### src/rtl/retire_trace_tx.sv
// Retirement trace transmitter: captures one normalised record per retired
// instruction into a FIFO and streams it to a trace sink over valid/ready.
module retire_trace_tx #(
    parameter int DEPTH     = 8,
    parameter int SEQ_W     = 16,
    parameter int MAX_INSTR = 50
) (
    input  logic             clk,
    input  logic             reset,
    input  logic             retire_valid,
    input  logic [31:0]      retire_pc,
    input  logic [31:0]      retire_instr,
    input  logic [4:0]       retire_rd,
    input  logic             retire_rd_we,
    input  logic [31:0]      retire_rd_val,
    input  logic [2:0]       retire_type,
    output logic             trace_valid,
    input  logic             trace_ready,
    output logic [SEQ_W-1:0] trace_seq,
    output logic [31:0]      trace_pc,
    output logic [31:0]      trace_instr,
    output logic [4:0]       trace_rd,
    output logic [31:0]      trace_rd_val,
    output logic [2:0]       trace_type,
    output logic             overflow,
    output logic [15:0]      drop_cnt,
    output logic             illegal_type,
    output logic             done
);

    localparam int          AW       = $clog2(DEPTH);
    localparam logic [31:0] LIMIT    = MAX_INSTR;
    localparam logic [2:0]  TYPE_S   = 3'd2;
    localparam logic [2:0]  TYPE_B   = 3'd3;

    typedef struct packed {
        logic [SEQ_W-1:0] seq;
        logic [31:0]      pc;
        logic [31:0]      instr;
        logic [4:0]       rd;
        logic [31:0]      rd_val;
        logic [2:0]       typ;
    } rec_t;

    rec_t             r_mem [DEPTH];
    logic [AW:0]      r_wr_ptr;
    logic [AW:0]      r_rd_ptr;
    logic [SEQ_W-1:0] r_seq;
    logic [31:0]      r_remain;
    logic             r_done;
    logic             r_overflow;
    logic             r_illegal;
    logic [15:0]      r_drop_cnt;

    logic             w_empty;
    logic             w_full;
    logic             w_pop;
    logic             w_capture;
    logic             w_push;
    logic             w_drop;
    logic             w_no_rd;
    rec_t             w_rec;
    rec_t             w_head;

    assign w_empty   = (r_wr_ptr == r_rd_ptr);
    assign w_full    = (r_wr_ptr[AW] != r_rd_ptr[AW]) &&
                       (r_wr_ptr[AW-1:0] == r_rd_ptr[AW-1:0]);
    assign w_pop     = !w_empty && trace_ready;
    assign w_capture = retire_valid && !r_done;
    // A full FIFO still accepts when the head leaves in the same cycle.
    assign w_push    = w_capture && (!w_full || w_pop);
    assign w_drop    = w_capture && !w_push;

    assign w_no_rd   = !retire_rd_we || (retire_rd == 5'd0) ||
                       (retire_type == TYPE_S) || (retire_type == TYPE_B);

    always_comb begin
        w_rec        = '0;
        w_rec.seq    = r_seq;
        w_rec.pc     = retire_pc;
        w_rec.instr  = retire_instr;
        w_rec.rd     = w_no_rd ? 5'd0 : retire_rd;
        w_rec.rd_val = w_no_rd ? 32'd0 : retire_rd_val;
        w_rec.typ    = retire_type;
    end

    always_ff @(posedge clk) begin
        if (w_push) begin
            r_mem[r_wr_ptr[AW-1:0]] <= w_rec;
        end
    end

    always_ff @(posedge clk or negedge reset) begin
        if (!reset) begin
            r_wr_ptr <= '0;
            r_rd_ptr <= '0;
        end else begin
            if (w_push) begin
                r_wr_ptr <= r_wr_ptr + {{AW{1'b0}}, 1'b1};
            end
            if (w_pop) begin
                r_rd_ptr <= r_rd_ptr + {{AW{1'b0}}, 1'b1};
            end
        end
    end

    // Sequence numbers are consumed by every capture, so drops leave a gap.
    always_ff @(posedge clk or negedge reset) begin
        if (!reset) begin
            r_seq      <= '0;
            r_overflow <= 1'b0;
            r_drop_cnt <= '0;
            r_illegal  <= 1'b0;
        end else if (w_capture) begin
            r_seq <= r_seq + {{(SEQ_W-1){1'b0}}, 1'b1};
            if (retire_type[2:1] == 2'b11) begin
                r_illegal <= 1'b1;
            end
            if (w_drop) begin
                r_overflow <= 1'b1;
                if (r_drop_cnt != 16'hFFFF) begin
                    r_drop_cnt <= r_drop_cnt + 16'd1;
                end
            end
        end
    end

    always_ff @(posedge clk or negedge reset) begin
        if (!reset) begin
            r_remain <= LIMIT;
            r_done   <= 1'b0;
        end else if (w_capture && (LIMIT != 32'd0)) begin
            r_remain <= r_remain - 32'd1;
            if (r_remain == 32'd1) begin
                r_done <= 1'b1;
            end
        end
    end

    assign w_head       = w_empty ? '0 : r_mem[r_rd_ptr[AW-1:0]];

    assign trace_valid  = !w_empty;
    assign trace_seq    = w_head.seq;
    assign trace_pc     = w_head.pc;
    assign trace_instr  = w_head.instr;
    assign trace_rd     = w_head.rd;
    assign trace_rd_val = w_head.rd_val;
    assign trace_type   = w_head.typ;
    assign overflow     = r_overflow;
    assign drop_cnt     = r_drop_cnt;
    assign illegal_type = r_illegal;
    assign done         = r_done;

endmodule

### config.mk
export PLATFORM = sky130hd
export DESIGN_NAME = retire_trace_tx
export DESIGN_NICKNAME = d
export VERILOG_FILES = /design/src/rtl/retire_trace_tx.sv
export SDC_FILE = /design/constraint.sdc
export NUM_CORES = 1
export LEC_CHECK = 0
export BUFFER_PORTS_ARGS = -buffer_cell sky130_fd_sc_hd__buf_4
export CAP_MARGIN = 10
export CELL_PAD_IN_SITES_DETAIL_PLACEMENT = 2
export CELL_PAD_IN_SITES_GLOBAL_PLACEMENT = 2
export CORE_ASPECT_RATIO = 1.5
export CORE_MARGIN = 1.5
export CORE_UTILIZATION = 35
export DETAILED_ROUTE_END_ITERATION = 12
export GPL_ROUTABILITY_DRIVEN = 1
export HOLD_SLACK_MARGIN = 0.05
export MAX_ROUTING_LAYER = met4
export PLACE_DENSITY_LB_ADDON = 0.1
export SETUP_SLACK_MARGIN = 0.05
export SLEW_MARGIN = 20
export SYNTH_ARGS = -nofsm -noshare
export SYNTH_HDL_FRONTEND = slang
export SYNTH_SLANG_ARGS = --single-unit
### constraint.sdc
create_clock -name clk -period 13.8 [get_ports clk]
set_clock_uncertainty 0.2 [all_clocks]
set_input_delay 0.69 -clock clk [delete_from_list [all_inputs] [get_ports clk]]
set_output_delay 0.69 -clock clk [all_outputs]
set_load 0.01 [all_outputs]
==> run_summary.xml, run 1 <==
<?xml version="1.0" encoding="UTF-8"?>
<metrics>
  <group name="status">
    <metric name="outcome" unit="">completed</metric>
  </group>
  <group name="route">
    <metric name="detail_route.drc_violations" unit="">0</metric>
    <metric name="dr.first_iter.drc_count" unit="">990</metric>
    <metric name="via_count" unit="">19265</metric>
    <metric name="wire_length_after_detailed_routing" unit="um">101000</metric>
    <metric name="firstDrtPassIters" unit="">6</metric>
    <metric name="drt.antenna.violating_nets" unit="">0</metric>
    <metric name="vias_per_cell" unit="">5.07</metric>
    <metric name="drt-wirelength-per-cell" unit="um">26.5</metric>
  </group>
  <group name="worst_setup_path">
    <metric name="worst_setup_path_endpoint" unit="">trace_rd_val[30]</metric>
    <metric name="data_arrival_time_of_the_critical_path" unit="ns">4.58</metric>
    <metric name="critical_path.max_fanout" unit="">42</metric>
    <metric name="r2r_end" unit="">r_mem[6][67]</metric>
    <metric name="cp-start-kind" unit="">flop</metric>
    <metric name="crit_required" unit="ns">12.91</metric>
    <metric name="worstSetupEndpointType" unit="">primary output</metric>
    <metric name="r2r_cells" unit="">7</metric>
    <metric name="crit_path_start" unit="">r_rd_ptr[0]</metric>
    <metric name="path_class" unit="">flop to primary output</metric>
    <metric name="reg2reg_from" unit="">r_rd_ptr[0]</metric>
    <metric name="regToRegSetupSlack" unit="ns">9.62</metric>
  </group>
  <group name="sta">
    <metric name="timing.max_slew.rel_slack" unit="%">22.3</metric>
    <metric name="setup_viol" unit="">0</metric>
    <metric name="fin_tns_setup" unit="ns">0</metric>
    <metric name="fin_crit_share" unit="%">39.6</metric>
    <metric name="maxClockFrequency" unit="MHz">183</metric>
    <metric name="worst_pin_slew" unit="ns">1.17</metric>
    <metric name="rsz0062_at_grt" unit="">no</metric>
    <metric name="fin_hold_ws" unit="ns">0.164</metric>
    <metric name="hold_violations" unit="">0</metric>
    <metric name="setup_slack_of_the_critical_path_after_layout" unit="ns">8.33</metric>
    <metric name="final.min_clock_period" unit="ns">5.47</metric>
    <metric name="slew_violations" unit="">0</metric>
  </group>
  <group name="synth">
    <metric name="ys_seq_area_share" unit="%">76.7</metric>
    <metric name="syn-num-nets" unit="">1992</metric>
    <metric name="synthDominantAreaCellType" unit="">sky130_fd_sc_hd__edfxtp_1</metric>
    <metric name="synthArstFlopShare" unit="%">7.25</metric>
    <metric name="synthCells" unit="">1877</metric>
    <metric name="number_of_flops_mapped_to_enable_cells_by_yosys" unit="">960</metric>
    <metric name="synth_flop_type" unit="">sky130_fd_sc_hd__edfxtp_1</metric>
    <metric name="post_synth.cell_area_avg" unit="um2">21.3</metric>
    <metric name="synth-seq-cells" unit="">1035</metric>
    <metric name="synth_top_cells_by_count" unit="">960 x sky130_fd_sc_hd__edfxtp_1, 240 x sky130_fd_sc_hd__mux4_2, 142 x sky130_fd_sc_hd__nor2_1</metric>
    <metric name="synth_area_leaders" unit="">sky130_fd_sc_hd__edfxtp_1 72%, sky130_fd_sc_hd__mux4_2 13%, sky130_fd_sc_hd__dfrtp_1 4.5%</metric>
    <metric name="ys_types" unit="">47</metric>
    <metric name="synth-warning-count" unit="">0</metric>
    <metric name="yosysTopAreaCellShare" unit="%">72.0</metric>
    <metric name="yosysMostFrequentCell" unit="">sky130_fd_sc_hd__edfxtp_1</metric>
    <metric name="synthesis.area" unit="um2">40100</metric>
  </group>
  <group name="grt">
    <metric name="overall_overflow_remaining_after_global_route" unit="">0</metric>
    <metric name="gr-usage-all-layers" unit="%">18.1</metric>
    <metric name="grt_first_pass_wirelength" unit="um">150000</metric>
    <metric name="grt_max_degree" unit="">154</metric>
    <metric name="initial_antenna_violation_count" unit="">7</metric>
    <metric name="first_global_vias" unit="">22624</metric>
  </group>
  <group name="floorplanning">
    <metric name="row_count" unit="">151</metric>
    <metric name="initial_core_util" unit="%">35.4</metric>
    <metric name="floorplan.io_pins" unit="">249</metric>
    <metric name="dieArea" unit="um2">117000</metric>
    <metric name="die-height" unit="um">417</metric>
    <metric name="placeableCoreArea" unit="um2">113000</metric>
    <metric name="dieWidth" unit="um">279</metric>
  </group>
  <group name="clock_network">
    <metric name="clk_latency" unit="ns">0.70</metric>
    <metric name="tritoncts_num_sinks" unit="">1035</metric>
    <metric name="ctsHtreeMaxLevel" unit="">3</metric>
    <metric name="postCtsSetupRepairBufs" unit="">0</metric>
    <metric name="numCtsBuffers" unit="">104</metric>
    <metric name="cts_tree" unit="">yes</metric>
    <metric name="clockBufferDepth" unit="">3</metric>
    <metric name="cts.root.buffer_cell" unit="">sky130_fd_sc_hd__clkbuf_16</metric>
    <metric name="clock_transition_at_path_regs" unit="ns">0.06</metric>
  </group>
  <group name="finish">
    <metric name="layout-area-overhead-vs-synth" unit="%">20.0</metric>
    <metric name="final-seq-area" unit="um2">30700</metric>
    <metric name="design.final.nets" unit="">2366</metric>
    <metric name="final-instance-count-excl-fill" unit="">3797</metric>
    <metric name="multiInputGateArea" unit="um2">8950</metric>
    <metric name="fill_cells" unit="">10476</metric>
    <metric name="drive_gt1_share" unit="%">31.4</metric>
  </group>
  <group name="flow_run">
    <metric name="drv_cap" unit="">0</metric>
  </group>
  <group name="placement">
    <metric name="place_congestion" unit="">0.710</metric>
    <metric name="dp.final_hpwl" unit="um">54800</metric>
    <metric name="placed_cells_incl_taps" unit="">3530</metric>
    <metric name="detailedPlace.worstSlack" unit="ns">8.79</metric>
    <metric name="portBuffers" unit="">248</metric>
  </group>
  <group name="power">
    <metric name="peak_vdd_ir" unit="V">0.000176</metric>
    <metric name="power.leakage" unit="nW">16.4</metric>
    <metric name="power_per_cell_area" unit="nW/um2">222</metric>
  </group>
  <group name="min_path">
    <metric name="worstHoldPathType" unit="">primary input to flop</metric>
  </group>
</metrics>
==> through the flow <==
| step | utilization, % | instance area, um2 | power (W) |
|---|---|---|---|
| 5_1_grt | 42.5 | 48000 | 0.0112 |
| 6_report | 42.5 | 48000 | 0.0107 |
| 3_3_place_gp | 38.6 | 43700 | 0.00781 |
| 2_1_floorplan | - | 40100 | 0.00640 |
| 4_1_cts | 42.4 | 48000 | 0.0109 |
| 3_5_place_dp | 38.6 | 43700 | 0.00789 |
==> layer usage <==
| metal | global-route usage, % | wire, um | vias up |
|---|---|---|---|
| met3 | 2.99 | 3850 | 112 |
| met4 | 4.59 | 1900 | 0 |
| met5 | - | 0 | - |
| met1 | 22.5 | 42600 | 10441 |
| li1 | - | - | 8372 |
| met2 | 30.7 | 52200 | 340 |
==> placed cells by master, fill, tap and decap left out, types with 3 or more instances in the layout <==
cell	netlist	final
sky130_fd_sc_hd__nand2_1	27	27
sky130_fd_sc_hd__dfstp_2	3	3
sky130_fd_sc_hd__or3_1	3	3
sky130_fd_sc_hd__inv_6	0	4
sky130_fd_sc_hd__nor2_1	142	140
sky130_fd_sc_hd__and3_1	7	7
sky130_fd_sc_hd__clkbuf_8	0	7
sky130_fd_sc_hd__nor2b_1	4	3
sky130_fd_sc_hd__nor3_1	14	12
sky130_fd_sc_hd__clkinvlp_4	0	12
sky130_fd_sc_hd__xnor2_1	48	48
sky130_fd_sc_hd__mux2i_1	120	120
sky130_fd_sc_hd__nor3_2	1	3
sky130_fd_sc_hd__and2_1	36	36
sky130_fd_sc_hd__dfrtp_4	0	3
sky130_fd_sc_hd__dfrtp_1	72	69
sky130_fd_sc_hd__mux4_2	240	240
sky130_fd_sc_hd__dlygate4sd3_1	0	68
sky130_fd_sc_hd__clkbuf_16	0	108
sky130_fd_sc_hd__nand3_1	17	17
sky130_fd_sc_hd__ha_1	6	6
sky130_fd_sc_hd__clkbuf_1	33	12
sky130_fd_sc_hd__xor2_1	22	22
sky130_fd_sc_hd__nor4_1	4	4
sky130_fd_sc_hd__inv_1	9	9
sky130_fd_sc_hd__clkinv_1	0	11
sky130_fd_sc_hd__nor4_4	4	4
sky130_fd_sc_hd__nand4b_1	3	3
sky130_fd_sc_hd__nand4_1	10	10
sky130_fd_sc_hd__o21ai_0	3	3
sky130_fd_sc_hd__nor3b_2	0	4
sky130_fd_sc_hd__clkinv_2	0	22
sky130_fd_sc_hd__buf_4	0	287
sky130_fd_sc_hd__and4_1	3	3
sky130_fd_sc_hd__bufinv_16	0	16
sky130_fd_sc_hd__nand2b_1	3	3
sky130_fd_sc_hd__diode_2	0	5
sky130_fd_sc_hd__edfxtp_1	960	960
==> state kept, by name, indices dropped and copies added (netlist names) <==
name,flops
illegal_type,1
r_remain,32
r_wr_ptr,4
drop_cnt,16
overflow,1
r_rd_ptr,4
done,1
r_mem,960
r_seq,16
==> worst max-delay path, cell delays in order (launching register included) <==
cell and delay (ns):
sky130_fd_sc_hd__dfrtp_4 0.97, sky130_fd_sc_hd__buf_4 0.84, sky130_fd_sc_hd__buf_4 0.81, sky130_fd_sc_hd__mux4_2 0.59, sky130_fd_sc_hd__mux2i_1 0.35, sky130_fd_sc_hd__nor2_1 0.08, sky130_fd_sc_hd__buf_4 0.18
==> final cells by class <==
class / instances / share of cell area, %
Inverter: 10 / 0.0781
Clock buffer: 127 / 5.92
Tap cell: 1453 / 3.78
Sequential cell: 1035 / 63.9
Multi-Input combinational cell: 742 / 18.6
Clock inverter: 67 / 1.61
Antenna cell: 5 / 0.0260
Timing Repair Buffer: 358 / 6.01
==> worst min path at each step <==
stage          cells past startpoint      endpoint  slack (ns)         start
6_report                           3   r_rd_ptr[0]        0.16   trace_ready
5_1_grt                            3   r_rd_ptr[3]        0.17   trace_ready
3_5_place_dp                       1  r_remain[27]        0.26  r_remain[27]
2_1_floorplan                      0          done        0.19         reset
3_3_place_gp                       1  r_remain[27]        0.25  r_remain[27]
4_1_cts                            3   r_rd_ptr[0]        0.11   trace_ready
==> repair_timing <==
action                                 CTS  global route
endpoints found under the hold margin  550             0
resized for setup                        0             0
hold buffers                            68             0
==> kinds of logic (layout without fill, tap and decap cells) <==
logic type	count (synthesis)	count (layout)	share of synthesized area, %
compound gates	8	8	0.137
xor+xnor	70	70	1.53
fa+ha+maj	6	6	0.187
buf+inv	100	562	1.11
flops	1035	1035	76.7
mux	363	363	16.6
other cells	0	5	0
simple gates	295	295	3.78
==> power breakdown <==
part | internal [W] | total, W | switching, W
Combinational | 0.00156 | 0.00346 | 0.00189
Sequential | 0.00398 | 0.00425 | 0.000271
Clock | 0.00177 | 0.00298 | 0.00121
Total | 0.00731 | 0.0107 | 0.00338
(Power assumes the default switching activity.)
==> run 2: changes to the inputs <==
- clock period: 13.8 -> 5.7 ns (I/O delays scaled with it)
==> run_summary.xml, run 2 (same netlist as run 1, synthesis figures left out) <==
<?xml version="1.0" encoding="UTF-8"?>
<metrics>
  <group name="finish">
    <metric name="finish.instance_area" unit="um2">48300</metric>
    <metric name="drive_gt1_share" unit="%">30.2</metric>
    <metric name="fill_cells" unit="">10388</metric>
    <metric name="design.final.nets" unit="">2400</metric>
    <metric name="largest_register_ff_count" unit="">960</metric>
    <metric name="layout_commonest_cell" unit="">sky130_fd_sc_hd__edfxtp_1</metric>
    <metric name="layout-area-overhead-vs-synth" unit="%">20.6</metric>
    <metric name="layout.cells.most_common_list" unit="">960 x sky130_fd_sc_hd__edfxtp_1, 271 x sky130_fd_sc_hd__buf_4, 240 x sky130_fd_sc_hd__mux4_2</metric>
  </group>
  <group name="floorplanning">
    <metric name="die-height" unit="um">417</metric>
    <metric name="placeableCoreArea" unit="um2">113000</metric>
    <metric name="row_count" unit="">151</metric>
    <metric name="dieWidth" unit="um">279</metric>
    <metric name="floorplan.io_pins" unit="">249</metric>
    <metric name="initial_core_util" unit="%">35.4</metric>
    <metric name="dieArea" unit="um2">117000</metric>
  </group>
  <group name="sta">
    <metric name="final.min_clock_period" unit="ns">4.13</metric>
    <metric name="slew_violations" unit="">0</metric>
    <metric name="worst_pin_slew" unit="ns">1.10</metric>
    <metric name="fin_tns_setup" unit="ns">0</metric>
    <metric name="maxClockFrequency" unit="MHz">242</metric>
    <metric name="setup_viol" unit="">0</metric>
    <metric name="hold_violations" unit="">0</metric>
    <metric name="rsz0062_at_grt" unit="">no</metric>
    <metric name="fin_crit_share" unit="%">72.4</metric>
    <metric name="setup_slack_of_the_critical_path_after_layout" unit="ns">1.57</metric>
    <metric name="timing.max_slew.rel_slack" unit="%">26.4</metric>
  </group>
  <group name="grt">
    <metric name="grt_max_degree" unit="">152</metric>
    <metric name="grt_first_pass_wirelength" unit="um">151000</metric>
    <metric name="initial_antenna_violation_count" unit="">3</metric>
    <metric name="overall_overflow_remaining_after_global_route" unit="">0</metric>
    <metric name="first_global_vias" unit="">22611</metric>
    <metric name="gr-usage-all-layers" unit="%">18.1</metric>
  </group>
  <group name="route">
    <metric name="dr.first_iter.drc_count" unit="">1144</metric>
    <metric name="wirelength_met1" unit="um">42600</metric>
    <metric name="dr_wl_met2" unit="um">52000</metric>
    <metric name="drt-wirelength-per-cell" unit="um">26.2</metric>
    <metric name="firstDrtPassIters" unit="">4</metric>
    <metric name="wl_met3" unit="um">3600</metric>
    <metric name="vias_per_cell" unit="">5.07</metric>
    <metric name="via_count" unit="">19418</metric>
    <metric name="drt.antenna.violating_nets" unit="">0</metric>
    <metric name="detail_route.drc_violations" unit="">0</metric>
    <metric name="topRoutingLayerUsed" unit="">met4</metric>
    <metric name="wire_length_after_detailed_routing" unit="um">100000</metric>
  </group>
  <group name="flow_run">
    <metric name="drv_cap" unit="">0</metric>
  </group>
  <group name="power">
    <metric name="internal_power" unit="W">0.0174</metric>
    <metric name="power_per_cell_area" unit="nW/um2">528</metric>
    <metric name="switching_share" unit="%">31.9</metric>
    <metric name="power.leakage" unit="nW">16.5</metric>
    <metric name="peak_vdd_ir" unit="V">0.000417</metric>
    <metric name="p_switching" unit="W">0.00813</metric>
    <metric name="finalPower" unit="W">0.0255</metric>
    <metric name="share_seq_of_total_power" unit="%">40.2</metric>
    <metric name="clock_power_share" unit="%">26.6</metric>
    <metric name="power_frac_comb" unit="%">33.2</metric>
  </group>
  <group name="worst_setup_path">
    <metric name="path_class" unit="">flop to primary output</metric>
    <metric name="critical_path.max_fanout" unit="">44</metric>
    <metric name="crit_required" unit="ns">5.22</metric>
    <metric name="cp-start-kind" unit="">flop</metric>
    <metric name="worstSetupEndpointType" unit="">primary output</metric>
    <metric name="data_arrival_time_of_the_critical_path" unit="ns">3.64</metric>
  </group>
  <group name="clock_network">
    <metric name="cts_tree" unit="">yes</metric>
    <metric name="tritoncts_num_sinks" unit="">1035</metric>
    <metric name="clock_transition_at_path_regs" unit="ns">0.06</metric>
    <metric name="ctsHtreeMaxLevel" unit="">3</metric>
    <metric name="clk_latency" unit="ns">0.69</metric>
    <metric name="numCtsBuffers" unit="">103</metric>
    <metric name="clockBufferDepth" unit="">3</metric>
    <metric name="cts.root.buffer_cell" unit="">sky130_fd_sc_hd__clkbuf_16</metric>
    <metric name="ctsResizeCount" unit="">0</metric>
  </group>
  <group name="status">
    <metric name="outcome" unit="">completed</metric>
  </group>
  <group name="placement">
    <metric name="detailedPlace.worstSlack" unit="ns">1.94</metric>
    <metric name="placedInstanceArea" unit="um2">43900</metric>
    <metric name="place_congestion" unit="">0.712</metric>
    <metric name="portBuffers" unit="">248</metric>
    <metric name="dp.final_hpwl" unit="um">55000</metric>
  </group>
  <group name="min_path">
    <metric name="worstHoldPathType" unit="">primary input to flop</metric>
  </group>
</metrics>
==> run 2: final timing paths <==
check                        startpoint              end  slack [ns]  cells past startpoint
hold reg to reg            r_remain[27]     r_remain[27]        0.26                      1
setup / recovery            r_rd_ptr[0]  trace_rd_val[5]        1.57                      6
hold / removal             retire_rd_we     r_mem[0][39]        0.14                      3
setup reg to reg            r_rd_ptr[0]    r_mem[6][102]        2.05                      6
min in group asynchronous         reset      drop_cnt[5]        0.17                      3
max in group asynchronous         reset      r_rd_ptr[2]        4.38                      3
==> run 2: layout make-up <==
type                            instances  area [um2]  share of cell area (%)
Sequential cell                      1035       30700                    63.6
Multi-Input combinational cell        742        8990                    18.6
Timing Repair Buffer                  393        3390                    7.01
Clock buffer                          132        2810                    5.82
Tap cell                             1453        1820                    3.76
Clock inverter                         59         542                    1.12
Inverter                               10        37.5                  0.0777
Antenna cell                            4        10.0                  0.0207
==> run 2: critical path: stages, from the launching register on <==
cell and delay, ns:
sky130_fd_sc_hd__dfrtp_4 0.91, sky130_fd_sc_hd__xnor2_1 0.24, sky130_fd_sc_hd__nand3_2 0.21, sky130_fd_sc_hd__nor2b_4 0.59, sky130_fd_sc_hd__buf_4 0.57, sky130_fd_sc_hd__nor2_1 0.19, sky130_fd_sc_hd__buf_4 0.19
==> run 2: power by group through the flow <==
stage	Sequential (W)	Combinational, W	Clock, W
after global placement	0.0103	0.00863	0
after CTS	0.0103	0.00882	0.00702
after global routing	0.0104	0.00924	0.00727
after detailed placement	0.0104	0.00874	0
final	0.0102	0.00847	0.00679
after floorplan	0.0102	0.00516	0
==> run 2: timing repair <==
action | CTS | global route
buffers inserted | 0 | 0
endpoints found under the hold margin | 939 | 0
hold buffers | 109 | 0
==> run 2: stage by stage <==
step	cells	hold slack, ns	util [%]
floorplan	1877	-0.211	-
global placement	3523	-0.0657	38.8
detailed placement	3523	-0.0636	38.8
CTS	3823	0.0713	42.7
global route	3827	0.140	42.7
finish	3828	0.145	42.7
==> run 2: per-layer routing <==
layer | global-route usage [%] | up-vias
met3 | 2.83 | 129
met4 | 4.70 | 0
met2 | 30.8 | 348
met5 | - | -
li1 | - | 8446
met1 | 22.6 | 10495
